$ cat config.mk
export PLATFORM = sky130hd
export DESIGN_NAME = adder_pipe
export DESIGN_NICKNAME = d
export VERILOG_FILES = /design/src/rtl/adder_pipe_pkg.sv /design/src/rtl/adder_pipe_seg.sv /design/src/rtl/adder_pipe.sv
export SDC_FILE = /design/constraint.sdc
export NUM_CORES = 1
export LEC_CHECK = 0
export CAP_MARGIN = 10
export CELL_PAD_IN_SITES_DETAIL_PLACEMENT = 0
export CELL_PAD_IN_SITES_GLOBAL_PLACEMENT = 1
export CORE_ASPECT_RATIO = 1.2
export CORE_MARGIN = 10
export CORE_UTILIZATION = 35
export DETAILED_ROUTE_END_ITERATION = 10
export PLACE_DENSITY = 0.82
export REMOVE_ABC_BUFFERS = 1
export SYNTH_ARGS = -nofsm -noshare
export SYNTH_HDL_FRONTEND = slang
export SYNTH_SLANG_ARGS = --single-unit
$ cat constraint.sdc
create_clock -name clk -period 2.05 [get_ports clk]
set_input_delay 0.41 -clock clk [delete_from_list [all_inputs] [get_ports clk]]
set_output_delay 0.41 -clock clk [all_outputs]
set_load 0.05 [all_outputs]
$ cat src/rtl/adder_pipe_pkg.sv
// Shared constants and helpers for the segmented add/subtract pipeline.
package adder_pipe_pkg;

  localparam logic OP_ADD = 1'b0;
  localparam logic OP_SUB = 1'b1;

  localparam int unsigned CNT_W_DEF = 32;

  // Width of one carry-chained segment; W must be a multiple of SEGS.
  function automatic int unsigned seg_width(input int unsigned w, input int unsigned segs);
    return w / segs;
  endfunction

endpackage

$ cat src/rtl/adder_pipe_seg.sv
// One register slice of the segmented adder: adds the low SW bits of the
// operand vectors, rotates the finished segment into the top of the a-vector
// and shifts the remaining b'-segments down for the next slice.
module adder_pipe_seg
  import adder_pipe_pkg::*;
#(
  parameter int unsigned W  = 36,
  parameter int unsigned SW = 18
) (
  input  logic         clk,
  input  logic         rst_n,
  input  logic         i_load,
  input  logic         i_valid,
  input  logic         i_op,
  input  logic         i_carry,
  input  logic [W-1:0] i_a,
  input  logic [W-1:0] i_b,
  output logic         o_valid,
  output logic         o_op,
  output logic         o_carry,
  output logic [W-1:0] o_a,
  output logic [W-1:0] o_b
);

  logic [SW:0]      w_add;
  logic [W+SW-1:0]  w_cat;
  logic [W-1:0]     w_a_next;
  logic [W-1:0]     w_b_next;

  logic             r_valid;
  logic             r_op;
  logic             r_carry;
  logic [W-1:0]     r_a;
  logic [W-1:0]     r_b;

  assign w_add    = {1'b0, i_a[SW-1:0]} + {1'b0, i_b[SW-1:0]} + (SW+1)'(i_carry);
  assign w_cat    = {w_add[SW-1:0], i_a};
  assign w_a_next = W'(w_cat >> SW);
  assign w_b_next = i_b >> SW;

  // Slice register: loads a new entry (or a bubble) when downstream allows.
  always_ff @(posedge clk or negedge rst_n) begin
    if (!rst_n) begin
      r_valid <= 1'b0;
      r_op    <= OP_ADD;
      r_carry <= 1'b0;
      r_a     <= '0;
      r_b     <= '0;
    end else if (i_load) begin
      r_valid <= i_valid;
      r_op    <= i_op;
      r_carry <= w_add[SW];
      r_a     <= w_a_next;
      r_b     <= w_b_next;
    end
  end

  assign o_valid = r_valid;
  assign o_op    = r_op;
  assign o_carry = r_carry;
  assign o_a     = r_a;
  assign o_b     = r_b;

endmodule

$ cat src/rtl/adder_pipe.sv
// Pipelined W-bit add/subtract unit, SEGS carry-chained segments, one per
// stage, valid/ready on both sides and a saturating accepted-op counter.
// Optional feature macro: ADDER_PIPE_SAT_EN (clamp result instead of wrap).
module adder_pipe
  import adder_pipe_pkg::*;
#(
  parameter int unsigned W     = 36,
  parameter int unsigned SEGS  = 2,
  parameter int unsigned CNT_W = CNT_W_DEF
) (
  input  logic             clk,
  input  logic             rst_n,
  input  logic             in_valid,
  output logic             in_ready,
  input  logic             op,
  input  logic [W-1:0]     a,
  input  logic [W-1:0]     b,
  output logic             out_valid,
  input  logic             out_ready,
  output logic [W-1:0]     sum,
  output logic             cout,
  input  logic             cnt_clr,
  output logic [CNT_W-1:0] op_cnt
);

  localparam int unsigned SW = seg_width(W, SEGS);

  logic [W-1:0]     w_a [SEGS+1];
  logic [W-1:0]     w_b [SEGS+1];
  logic [SEGS:0]    w_vld;
  logic [SEGS:0]    w_op;
  logic [SEGS:0]    w_carry;
  logic [SEGS-1:0]  w_load;
  logic             w_accept;
  logic             w_unused;
  logic [CNT_W-1:0] r_op_cnt;

  // Stage-0 operands: subtract is a + ~b + 1.
  assign w_vld[0]   = in_valid;
  assign w_op[0]    = op;
  assign w_carry[0] = (op == OP_SUB);
  assign w_a[0]     = a;
  assign w_b[0]     = (op == OP_SUB) ? ~b : b;

  for (genvar k = 0; k < SEGS; k++) begin : g_seg
    adder_pipe_seg #(
      .W  (W),
      .SW (SW)
    ) u_seg (
      .clk     (clk),
      .rst_n   (rst_n),
      .i_load  (w_load[k]),
      .i_valid (w_vld[k]),
      .i_op    (w_op[k]),
      .i_carry (w_carry[k]),
      .i_a     (w_a[k]),
      .i_b     (w_b[k]),
      .o_valid (w_vld[k+1]),
      .o_op    (w_op[k+1]),
      .o_carry (w_carry[k+1]),
      .o_a     (w_a[k+1]),
      .o_b     (w_b[k+1])
    );
  end

  // Load-enable chain: a stage loads when empty or when its successor loads.
  always_comb begin
    w_load         = '0;
    w_load[SEGS-1] = !w_vld[SEGS] || out_ready;
    for (int k = int'(SEGS) - 2; k >= 0; k--) begin
      w_load[k] = !w_vld[k+1] || w_load[k+1];
    end
  end

  assign in_ready  = w_load[0];
  assign w_accept  = in_valid && in_ready;
  assign out_valid = w_vld[SEGS];
  assign cout      = w_carry[SEGS];

`ifdef ADDER_PIPE_SAT_EN
  // Clamp on the last stage's registered result: overflow -> all-ones, underflow -> 0.
  always_comb begin
    sum = w_a[SEGS];
    if (w_op[SEGS] == OP_ADD && w_carry[SEGS]) begin
      sum = '1;
    end else if (w_op[SEGS] == OP_SUB && !w_carry[SEGS]) begin
      sum = '0;
    end
  end
  assign w_unused = ^w_b[SEGS];
`else
  assign sum      = w_a[SEGS];
  assign w_unused = ^{w_b[SEGS], w_op[SEGS]};
`endif

  // Accepted-operation counter: clear wins over increment, saturates at all-ones.
  always_ff @(posedge clk or negedge rst_n) begin
    if (!rst_n) begin
      r_op_cnt <= '0;
    end else if (cnt_clr) begin
      r_op_cnt <= '0;
    end else if (w_accept && (r_op_cnt != '1)) begin
      r_op_cnt <= r_op_cnt + CNT_W'(1);
    end
  end

  assign op_cnt = r_op_cnt;

endmodule

==> flow_results.xml, run 1 <==
<?xml version="1.0" encoding="UTF-8"?>
<metrics>
  <group name="power_and_ir_drop">
    <metric name="fin_total_pwr" unit="mW">10.21</metric>
    <metric name="switching_share" unit="">0.3648</metric>
    <metric name="irDropWorstVdd" unit="mV">0.4425</metric>
    <metric name="power.density_cell_area" unit="nW/um^2">947.9</metric>
    <metric name="power_leakage" unit="nW">5.117</metric>
    <metric name="switchingPower" unit="mW">3.725</metric>
    <metric name="internal_power_of_the_cells" unit="mW">6.486</metric>
    <metric name="clkPwrFrac" unit="">0.281</metric>
    <metric name="flop_pwr_share" unit="">0.318</metric>
    <metric name="power.combinational.fraction" unit="">0.401</metric>
  </group>
  <group name="yosys">
    <metric name="postSynthRegisterBits" unit="">126</metric>
    <metric name="synth.mux.area_fraction" unit="">0.003535</metric>
    <metric name="synth.avg_cell_area" unit="um^2">9.313</metric>
    <metric name="synth_top_family_by_area" unit="">simple AND/OR/NAND/NOR gates</metric>
    <metric name="synth-seq-area-share" unit="">0.4455</metric>
    <metric name="synth_edf_count" unit="">0</metric>
    <metric name="xor_xnor_share_of_the_synthesized_area" unit="">0.1213</metric>
    <metric name="synth_compound_area_frac" unit="">0.1306</metric>
    <metric name="synthDistinctLibCells" unit="">66</metric>
    <metric name="synthCells" unit="">760</metric>
    <metric name="synthArstFlopShare" unit="">1.000</metric>
    <metric name="synthesis.yosys.warnings" unit="">0</metric>
    <metric name="mappedNetlistArea" unit="um^2">7078</metric>
    <metric name="synthAdderAreaFrac" unit="">0.07212</metric>
    <metric name="synthSimpleGateAreaFrac" unit="">0.2031</metric>
    <metric name="synthFlopType" unit="">sky130_fd_sc_hd__dfrtp_1</metric>
  </group>
  <group name="clock_tree">
    <metric name="clkSlewWorstSetupHoldPaths" unit="ps">50</metric>
    <metric name="cts_num_sinks" unit="">126</metric>
    <metric name="cts_max_level" unit="">4</metric>
    <metric name="clk_path_buf_depth" unit="">2</metric>
    <metric name="cts.root.buffer_cell" unit="">sky130_fd_sc_hd__clkbuf_16</metric>
    <metric name="number_of_buffers_created_by_cts" unit="">17</metric>
    <metric name="clock_insertion_delay_worst_skew" unit="ps">410</metric>
    <metric name="tritoncts" unit="">yes</metric>
  </group>
  <group name="placement">
    <metric name="hpwlAfterDp" unit="mm">14.58</metric>
    <metric name="dp_cells" unit="">1249</metric>
    <metric name="buffer_ports.inserted" unit="">148</metric>
    <metric name="finalWeightedCongestion" unit="">0.8158</metric>
    <metric name="dpl_worst_slack" unit="ps">-1035</metric>
    <metric name="place_area" unit="um^2">9542</metric>
  </group>
  <group name="route">
    <metric name="drc" unit="">0</metric>
    <metric name="drt_iter0_markers" unit="">262</metric>
    <metric name="postRouteWirelength" unit="mm">19.57</metric>
    <metric name="post_drt_wl_per_cell" unit="um">14.99</metric>
    <metric name="detail_route.first_pass.iterations" unit="">5</metric>
    <metric name="detailroute.via_count" unit="">6141</metric>
    <metric name="antenna_left" unit="">0</metric>
    <metric name="drt-vias-per-instance" unit="">4.702</metric>
  </group>
  <group name="final_layout">
    <metric name="layout_commonest_cell" unit="">sky130_fd_sc_hd__nand2_1</metric>
    <metric name="most-common-layout-cells" unit="">sky130_fd_sc_hd__nand2_1 (172), sky130_fd_sc_hd__buf_4 (143), sky130_fd_sc_hd__dfrtp_1 (126)</metric>
    <metric name="layout.filler_cells" unit="">1791</metric>
    <metric name="final_cell_area" unit="um^2">10770</metric>
    <metric name="num-nets-final" unit="">1147</metric>
    <metric name="final_core_util" unit="">0.5471</metric>
    <metric name="final_layout_size_suffix_gt1_frac" unit="">0.2685</metric>
    <metric name="instances_no_fill" unit="">1306</metric>
    <metric name="syn2layout_area_growth" unit="%">52.18</metric>
  </group>
  <group name="timing">
    <metric name="minimum_setup_slack_in_the_final_design" unit="ps">-317.6</metric>
    <metric name="timing_worst_slew_pin_value" unit="ps">718.1</metric>
    <metric name="min_period_over_period" unit="">1.155</metric>
    <metric name="fmax" unit="GHz">0.4224</metric>
    <metric name="timing.final.setup_violations" unit="">19</metric>
    <metric name="worst_relative_slew_slack" unit="">0.5213</metric>
    <metric name="holdWs" unit="ps">9.093</metric>
    <metric name="fin_setup_tns" unit="ps">-2979</metric>
    <metric name="finalClockSkew" unit="ps">5.515</metric>
    <metric name="slew_violations" unit="">0</metric>
    <metric name="fin_crit" unit="ps">2368</metric>
    <metric name="timing.final.hold_violations" unit="">0</metric>
    <metric name="setup_repair_after_global_routing_missed_its_margin" unit="">true</metric>
  </group>
  <group name="worst_setup_path">
    <metric name="critical_path.cell_chain" unit="">fa_2 -&gt; inv_2 -&gt; fa_2 -&gt; nor2b_2 -&gt; o31a_1 -&gt; o211ai_2 -&gt; o211ai_1 -&gt; o31ai_2 -&gt; xnor2_1 -&gt; a21oi_1</metric>
    <metric name="setup.worst_path.start_class" unit="">flop</metric>
    <metric name="worstReg2RegStart" unit="">g_seg[0].u_seg.o_a[0]</metric>
    <metric name="critical_path.max_fanout" unit="">2</metric>
    <metric name="cp_slowest_cell" unit="">sky130_fd_sc_hd__fa_2</metric>
    <metric name="worst_path_most_repeated_cell" unit="">sky130_fd_sc_hd__fa_2</metric>
    <metric name="critical-path-max-stage-delay" unit="ps">420</metric>
    <metric name="crit_required" unit="ps">2340</metric>
    <metric name="critPathCaptureType" unit="">flop</metric>
    <metric name="worstSetupStartpoint" unit="">g_seg[0].u_seg.o_a[0]</metric>
    <metric name="timing.setup.critical_path_class" unit="">reg2reg</metric>
    <metric name="critPathArrivalTime" unit="ps">2660</metric>
  </group>
  <group name="floorplanning">
    <metric name="fp-row-count" unit="">56</metric>
    <metric name="dieHeight" unit="um">175.8</metric>
    <metric name="die_w" unit="um">149.8</metric>
    <metric name="start_util" unit="">0.3595</metric>
    <metric name="floorplan.io_pins" unit="">149</metric>
    <metric name="floorplan.core_area" unit="um^2">19690</metric>
    <metric name="die-area" unit="um^2">26330</metric>
  </group>
  <group name="global_route">
    <metric name="wire_length_of_the_first_global_routing_pass" unit="mm">31.40</metric>
    <metric name="number_of_antenna_violations_at_the_first_check_in_global_routing" unit="">2</metric>
    <metric name="overflow" unit="">0</metric>
    <metric name="grt_pass1_vias" unit="">6300</metric>
    <metric name="pin_count_of_the_biggest_net_entering_global_routing" unit="">73</metric>
    <metric name="grt_usage" unit="">0.1473</metric>
  </group>
  <group name="status">
    <metric name="outcome" unit="">complete, but fails checks</metric>
    <metric name="failed_checks" unit="">negative setup slack</metric>
  </group>
  <group name="hold_path">
    <metric name="hold_path_class" unit="">in2async</metric>
  </group>
  <group name="run">
    <metric name="max-cap-violations" unit="">0</metric>
  </group>
</metrics>
final timing paths:
kind                       depth (start not counted)                      to  slack (ps)
max in group asynchronous                          2   g_seg[0].u_seg.o_b[7]        1720
max                                               10  g_seg[1].u_seg.o_a[34]        -320
min in group clk                                   4  g_seg[0].u_seg.o_a[18]         390
min                                                2              op_cnt[22]           9
max reg2reg                                       10  g_seg[1].u_seg.o_a[34]        -320
min reg2reg                                        1  g_seg[1].u_seg.o_valid         460
cell usage after synthesis, types with 3 or more instances:
master,count,share of area
sky130_fd_sc_hd__fa_1,3,0.0085
sky130_fd_sc_hd__and3_1,9,0.0080
sky130_fd_sc_hd__o31ai_1,3,0.0032
sky130_fd_sc_hd__nand2b_1,8,0.0071
sky130_fd_sc_hd__nand3_1,17,0.012
sky130_fd_sc_hd__o211ai_1,5,0.0053
sky130_fd_sc_hd__xnor2_1,44,0.054
sky130_fd_sc_hd__xor2_1,54,0.067
sky130_fd_sc_hd__nor3_1,5,0.0035
sky130_fd_sc_hd__a211oi_1,4,0.0042
sky130_fd_sc_hd__nor2_1,61,0.032
sky130_fd_sc_hd__nor2b_1,6,0.0053
sky130_fd_sc_hd__nand4_1,11,0.0097
sky130_fd_sc_hd__a21o_1,13,0.014
sky130_fd_sc_hd__a21oi_1,41,0.029
sky130_fd_sc_hd__ha_1,36,0.064
sky130_fd_sc_hd__and2_1,4,0.0035
sky130_fd_sc_hd__clkbuf_1,21,0.011
sky130_fd_sc_hd__a31oi_1,5,0.0044
sky130_fd_sc_hd__nand2_1,175,0.093
sky130_fd_sc_hd__and4_1,4,0.0049
sky130_fd_sc_hd__dfrtp_1,126,0.45
sky130_fd_sc_hd__inv_1,7,0.0037
sky130_fd_sc_hd__o21ai_0,46,0.033
sky130_fd_sc_hd__buf_1,3,0.0016
timing repair:
item                                    4_1_cts  5_1_grt
gates resized for setup                      96       56
hold buffers                                  0        0
endpoints found under the setup margin       43       34
pin swaps                                    71       37
setup buffers                                17        6
gates cloned                                  1        0
area by class of cell:
| cell class | instances | area (um^2) | share of cell area |
|---|---|---|---|
| diodes | 2 | 5.005 | 0.0004646 |
| clock buffers | 23 | 488.0 | 0.04530 |
| clock inverters | 9 | 85.08 | 0.007899 |
| inverters | 8 | 30.03 | 0.002788 |
| multi-input cells | 597 | 4182 | 0.3882 |
| flip-flops and latches | 126 | 3153 | 0.2927 |
| well taps | 261 | 326.6 | 0.03032 |
| repair buffers | 280 | 2502 | 0.2323 |
state kept, by name (all words and copies together), names as in the netlist:
| signal | flops |
|---|---|
| g_seg.u_seg.o_valid | 2 |
| g_seg.u_seg.o_a | 72 |
| op_cnt | 32 |
| g_seg.u_seg.o_b | 18 |
| g_seg.u_seg.o_carry | 2 |
logic make-up after synthesis:
| group | after synthesis |
|---|---|
| simple gates | 315 |
| compound gates | 143 |
| flops | 126 |
| xor+xnor | 98 |
| fa+ha+maj | 39 |
| buf+inv | 37 |
| mux | 2 |
power groups by stage:
| stage | clock network, mW | registers (mW) | logic [mW] |
|---|---|---|---|
| after floorplan | 0 | 4.20 | 1.32 |
| after global placement | 0 | 3.28 | 3.70 |
| after detailed placement | 0 | 3.30 | 3.74 |
| after CTS | 2.94 | 3.26 | 3.97 |
| after global routing | 3.02 | 3.31 | 4.41 |
| final | 2.87 | 3.25 | 4.09 |
per-layer routing:
| layer | vias to the layer above | track usage | wire length (um) |
|---|---|---|---|
| met4 | 0 | 0.05393 | 308 |
| met2 | 97 | 0.2666 | 10560 |
| met3 | 18 | 0.02700 | 623 |
| met5 | - | 0 | 0 |
| li1 | 3116 | - | - |
| met1 | 2910 | 0.1671 | 8084 |
critical path: cells and delay by family, from the launching register on:
family / cells / cell delay (ps)
compound gates: 5 / 960
fa+ha+maj: 2 / 620
flops: 1 / 400
xor+xnor: 1 / 150
buf+inv: 1 / 70
simple gates: 1 / 50
No activity file was read; power rests on OpenSTA's default activity.
==> run 2: changes to the inputs <==
--- a/config.mk
+++ b/config.mk
@@ -5,6 +5,7 @@
 export SDC_FILE = /design/constraint.sdc
 export NUM_CORES = 1
 export LEC_CHECK = 0
+export ABC_CLOCK_PERIOD_IN_PS = 2050
 export CAP_MARGIN = 10
 export CELL_PAD_IN_SITES_DETAIL_PLACEMENT = 0
 export CELL_PAD_IN_SITES_GLOBAL_PLACEMENT = 1
==> results of run 2 <==
Same layout as run 1: the final DEF is identical, and so are final timing and power.
==> run 3: changes to the inputs <==
--- a/config.mk
+++ b/config.mk
@@ -5,7 +5,7 @@
 export SDC_FILE = /design/constraint.sdc
 export NUM_CORES = 1
 export LEC_CHECK = 0
-export ABC_CLOCK_PERIOD_IN_PS = 2050
+export ABC_CLOCK_PERIOD_IN_PS = 2000
 export CAP_MARGIN = 10
 export CELL_PAD_IN_SITES_DETAIL_PLACEMENT = 0
 export CELL_PAD_IN_SITES_GLOBAL_PLACEMENT = 1
@@ -13,6 +13,7 @@
 export CORE_MARGIN = 10
 export CORE_UTILIZATION = 35
 export DETAILED_ROUTE_END_ITERATION = 10
+export GPL_TIMING_DRIVEN = 0
 export PLACE_DENSITY = 0.82
 export REMOVE_ABC_BUFFERS = 1
 export SYNTH_ARGS = -nofsm -noshare
==> constraint.sdc (replaced) <==
create_clock -name clk -period 2 [get_ports clk]
set_input_delay 0.4 -clock clk [delete_from_list [all_inputs] [get_ports clk]]
set_output_delay 0.4 -clock clk [all_outputs]
set_load 0.05 [all_outputs]
==> flow_results.xml, run 3 (same netlist as run 1, synthesis figures left out) <==
<?xml version="1.0" encoding="UTF-8"?>
<metrics>
  <group name="power_and_ir_drop">
    <metric name="irDropWorstVdd" unit="mV">0.5762</metric>
    <metric name="power.density_cell_area" unit="nW/um^2">1012</metric>
    <metric name="fin_total_pwr" unit="mW">10.82</metric>
    <metric name="power_leakage" unit="nW">5.016</metric>
  </group>
  <group name="timing">
    <metric name="timing_worst_slew_pin_value" unit="ps">899.1</metric>
    <metric name="fin_setup_tns" unit="ps">-3579</metric>
    <metric name="worst_relative_slew_slack" unit="">0.4006</metric>
    <metric name="fmax" unit="GHz">0.4084</metric>
    <metric name="finalClockSkew" unit="ps">11.65</metric>
    <metric name="minimum_setup_slack_in_the_final_design" unit="ps">-448.5</metric>
    <metric name="timing.final.hold_violations" unit="">0</metric>
    <metric name="fin_crit" unit="ps">2449</metric>
    <metric name="slew_violations" unit="">0</metric>
    <metric name="timing.final.setup_violations" unit="">21</metric>
    <metric name="holdWs" unit="ps">316.7</metric>
    <metric name="min_period_over_period" unit="">1.224</metric>
    <metric name="setup_repair_after_global_routing_missed_its_margin" unit="">true</metric>
  </group>
  <group name="placement">
    <metric name="place_area" unit="um^2">8850</metric>
    <metric name="hpwlAfterDp" unit="mm">13.52</metric>
    <metric name="dp_cells" unit="">1144</metric>
    <metric name="dpl_worst_slack" unit="ps">-1740</metric>
    <metric name="finalWeightedCongestion" unit="">0.8226</metric>
    <metric name="buffer_ports.inserted" unit="">148</metric>
  </group>
  <group name="clock_tree">
    <metric name="clk_path_buf_depth" unit="">2</metric>
    <metric name="tritoncts" unit="">yes</metric>
    <metric name="cts_max_level" unit="">4</metric>
    <metric name="clkSlewWorstSetupHoldPaths" unit="ps">60</metric>
    <metric name="number_of_buffers_created_by_cts" unit="">17</metric>
    <metric name="clock_insertion_delay_worst_skew" unit="ps">410</metric>
    <metric name="cts.root.buffer_cell" unit="">sky130_fd_sc_hd__clkbuf_16</metric>
    <metric name="cts_num_sinks" unit="">126</metric>
  </group>
  <group name="final_layout">
    <metric name="layout_commonest_cell" unit="">sky130_fd_sc_hd__nand2_1</metric>
    <metric name="instances_no_fill" unit="">1246</metric>
    <metric name="final_cell_area" unit="um^2">10690</metric>
    <metric name="syn2layout_area_growth" unit="%">51.07</metric>
    <metric name="most-common-layout-cells" unit="">sky130_fd_sc_hd__nand2_1 (172), sky130_fd_sc_hd__dfrtp_1 (121), sky130_fd_sc_hd__dlygate4sd2_1 (69)</metric>
    <metric name="num-nets-final" unit="">1087</metric>
    <metric name="final_core_util" unit="">0.5431</metric>
    <metric name="largest_register_ff_count" unit="">72</metric>
    <metric name="final_layout_size_suffix_gt1_frac" unit="">0.2197</metric>
    <metric name="layout.filler_cells" unit="">1760</metric>
  </group>
  <group name="worst_setup_path">
    <metric name="setup.worst_path.start_class" unit="">flop</metric>
    <metric name="crit_required" unit="ps">2260</metric>
    <metric name="worst_path_most_repeated_cell" unit="">sky130_fd_sc_hd__fa_2</metric>
    <metric name="critical-path-max-stage-delay" unit="ps">410</metric>
    <metric name="critPathBufInv" unit="">3</metric>
    <metric name="timing.setup.critical_path_class" unit="">reg2reg</metric>
    <metric name="critical_path.max_fanout" unit="">2</metric>
    <metric name="ff2ff_setup_slack" unit="ps">-450</metric>
    <metric name="cp_slowest_cell" unit="">sky130_fd_sc_hd__fa_2</metric>
    <metric name="crit_family" unit="">compound AO/OA/AOI/OAI gates</metric>
    <metric name="ff2ff_path_depth" unit="">12</metric>
    <metric name="crit-reg2reg-capture" unit="">g_seg[1].u_seg.o_a[28]</metric>
    <metric name="worstReg2RegStart" unit="">g_seg[0].u_seg.o_b[0]</metric>
    <metric name="critical_path.cell_chain" unit="">fa_2 -&gt; inv_2 -&gt; fa_2 -&gt; nor2b_2 -&gt; o31a_1 -&gt; o211ai_2 -&gt; buf_4 -&gt; buf_6 -&gt; nand2b_4 -&gt; a21oi_2 -&gt; xor2_1 -&gt; o21ai_1</metric>
    <metric name="critPathCaptureType" unit="">flop</metric>
    <metric name="critPathArrivalTime" unit="ps">2710</metric>
  </group>
  <group name="hold_path">
    <metric name="timing.hold.worst_endpoint" unit="">g_seg[0].u_seg.o_a[18]</metric>
    <metric name="worst_hold_path.num_cells" unit="">3</metric>
    <metric name="hold_path_class" unit="">in2reg</metric>
    <metric name="min-delay-start" unit="">b[0]</metric>
  </group>
  <group name="floorplanning">
    <metric name="start_util" unit="">0.3595</metric>
    <metric name="die-area" unit="um^2">26330</metric>
    <metric name="floorplan.core_area" unit="um^2">19690</metric>
    <metric name="die_w" unit="um">149.8</metric>
    <metric name="fp-row-count" unit="">56</metric>
    <metric name="dieHeight" unit="um">175.8</metric>
    <metric name="floorplan.io_pins" unit="">149</metric>
  </group>
  <group name="global_route">
    <metric name="grt_usage" unit="">0.1531</metric>
    <metric name="wire_length_of_the_first_global_routing_pass" unit="mm">32.40</metric>
    <metric name="grt_pass1_vias" unit="">6250</metric>
    <metric name="pin_count_of_the_biggest_net_entering_global_routing" unit="">87</metric>
    <metric name="number_of_antenna_violations_at_the_first_check_in_global_routing" unit="">2</metric>
    <metric name="overflow" unit="">0</metric>
  </group>
  <group name="route">
    <metric name="drc" unit="">0</metric>
    <metric name="post_drt_wl_per_cell" unit="um">16.71</metric>
    <metric name="drt_iter0_markers" unit="">267</metric>
    <metric name="antenna_left" unit="">0</metric>
    <metric name="drt-vias-per-instance" unit="">4.849</metric>
    <metric name="detailroute.via_count" unit="">6042</metric>
    <metric name="detail_route.first_pass.iterations" unit="">6</metric>
    <metric name="postRouteWirelength" unit="mm">20.82</metric>
  </group>
  <group name="status">
    <metric name="failed_checks" unit="">negative setup slack</metric>
    <metric name="outcome" unit="">complete, but fails checks</metric>
  </group>
  <group name="run">
    <metric name="max-cap-violations" unit="">0</metric>
  </group>
</metrics>
==> run 3: worst reg2reg max path, stage by stage (launching register included) <==
cell and delay [ps]:
sky130_fd_sc_hd__dfrtp_1 400, sky130_fd_sc_hd__fa_2 410, sky130_fd_sc_hd__inv_2 70, sky130_fd_sc_hd__fa_2 210
sky130_fd_sc_hd__nor2b_2 50, sky130_fd_sc_hd__o31a_1 260, sky130_fd_sc_hd__o211ai_2 200, sky130_fd_sc_hd__buf_4 150
sky130_fd_sc_hd__buf_6 100, sky130_fd_sc_hd__nand2b_4 50, sky130_fd_sc_hd__a21oi_2 140, sky130_fd_sc_hd__xor2_1 180
sky130_fd_sc_hd__o21ai_1 70
==> run 3: how the worst max path moves through the flow <==
| stage | startpoint | endpoint | cells after the start |
|---|---|---|---|
| 3_5_place_dp | out_ready | in_ready | 5 |
| 6_report | g_seg[0].u_seg.o_b[0] | g_seg[1].u_seg.o_a[28] | 12 |
| 2_1_floorplan | g_seg[1].u_seg.o_valid | op_cnt[22] | 8 |
| 4_1_cts | g_seg[0].u_seg.o_b[0] | g_seg[1].u_seg.o_a[34] | 10 |
| 3_3_place_gp | rst_n | g_seg[0].u_seg.o_a[18] | 1 |
| 5_1_grt | g_seg[0].u_seg.o_b[0] | g_seg[1].u_seg.o_a[32] | 10 |
==> run 3: what timing repair did <==
item / 4_1_cts / 5_1_grt
pin swaps: 89 / 52
hold buffers: 1 / 0
cloned: 2 / 1
setup endpoints to repair: 141 / 56
resized for setup: 188 / 74
endpoints found under the hold margin: 40 / 0
buffers inserted: 51 / 14
==> run 3: metal layers <==
metal	vias to the layer above	track usage	routed length (um)	share of wire
li1	2999	-	-	-
met1	2916	0.1731	8812	0.42
met2	106	0.2751	11020	0.53
met3	21	0.03317	627	0.030
met4	0	0.05393	352	0.017
met5	-	0	0	0
==> run 3: report_power, final <==
part / total (mW) / switching (mW) / internal, mW / leakage (nW)
combinational: 4.06 / 2.46 / 1.60 / 3.16
sequential: 3.34 / 0.297 / 3.04 / 1.55
clock: 3.42 / 1.17 / 2.25 / 0.306
==> run 3: cell type report <==
cell class,count,area (um^2),share of cell area
Timing Repair Buffer,218,2131,0.1993
Multi-Input combinational cell,598,4365,0.4083
Antenna cell,2,5.005,0.0004681
Inverter,8,42.54,0.003978
Tap cell,261,326.6,0.03054
Timing Repair inverter,1,8.758,0.0008191
Sequential cell,126,3159,0.2955
Clock inverter,13,211.5,0.01978
Clock buffer,19,442.9,0.04142
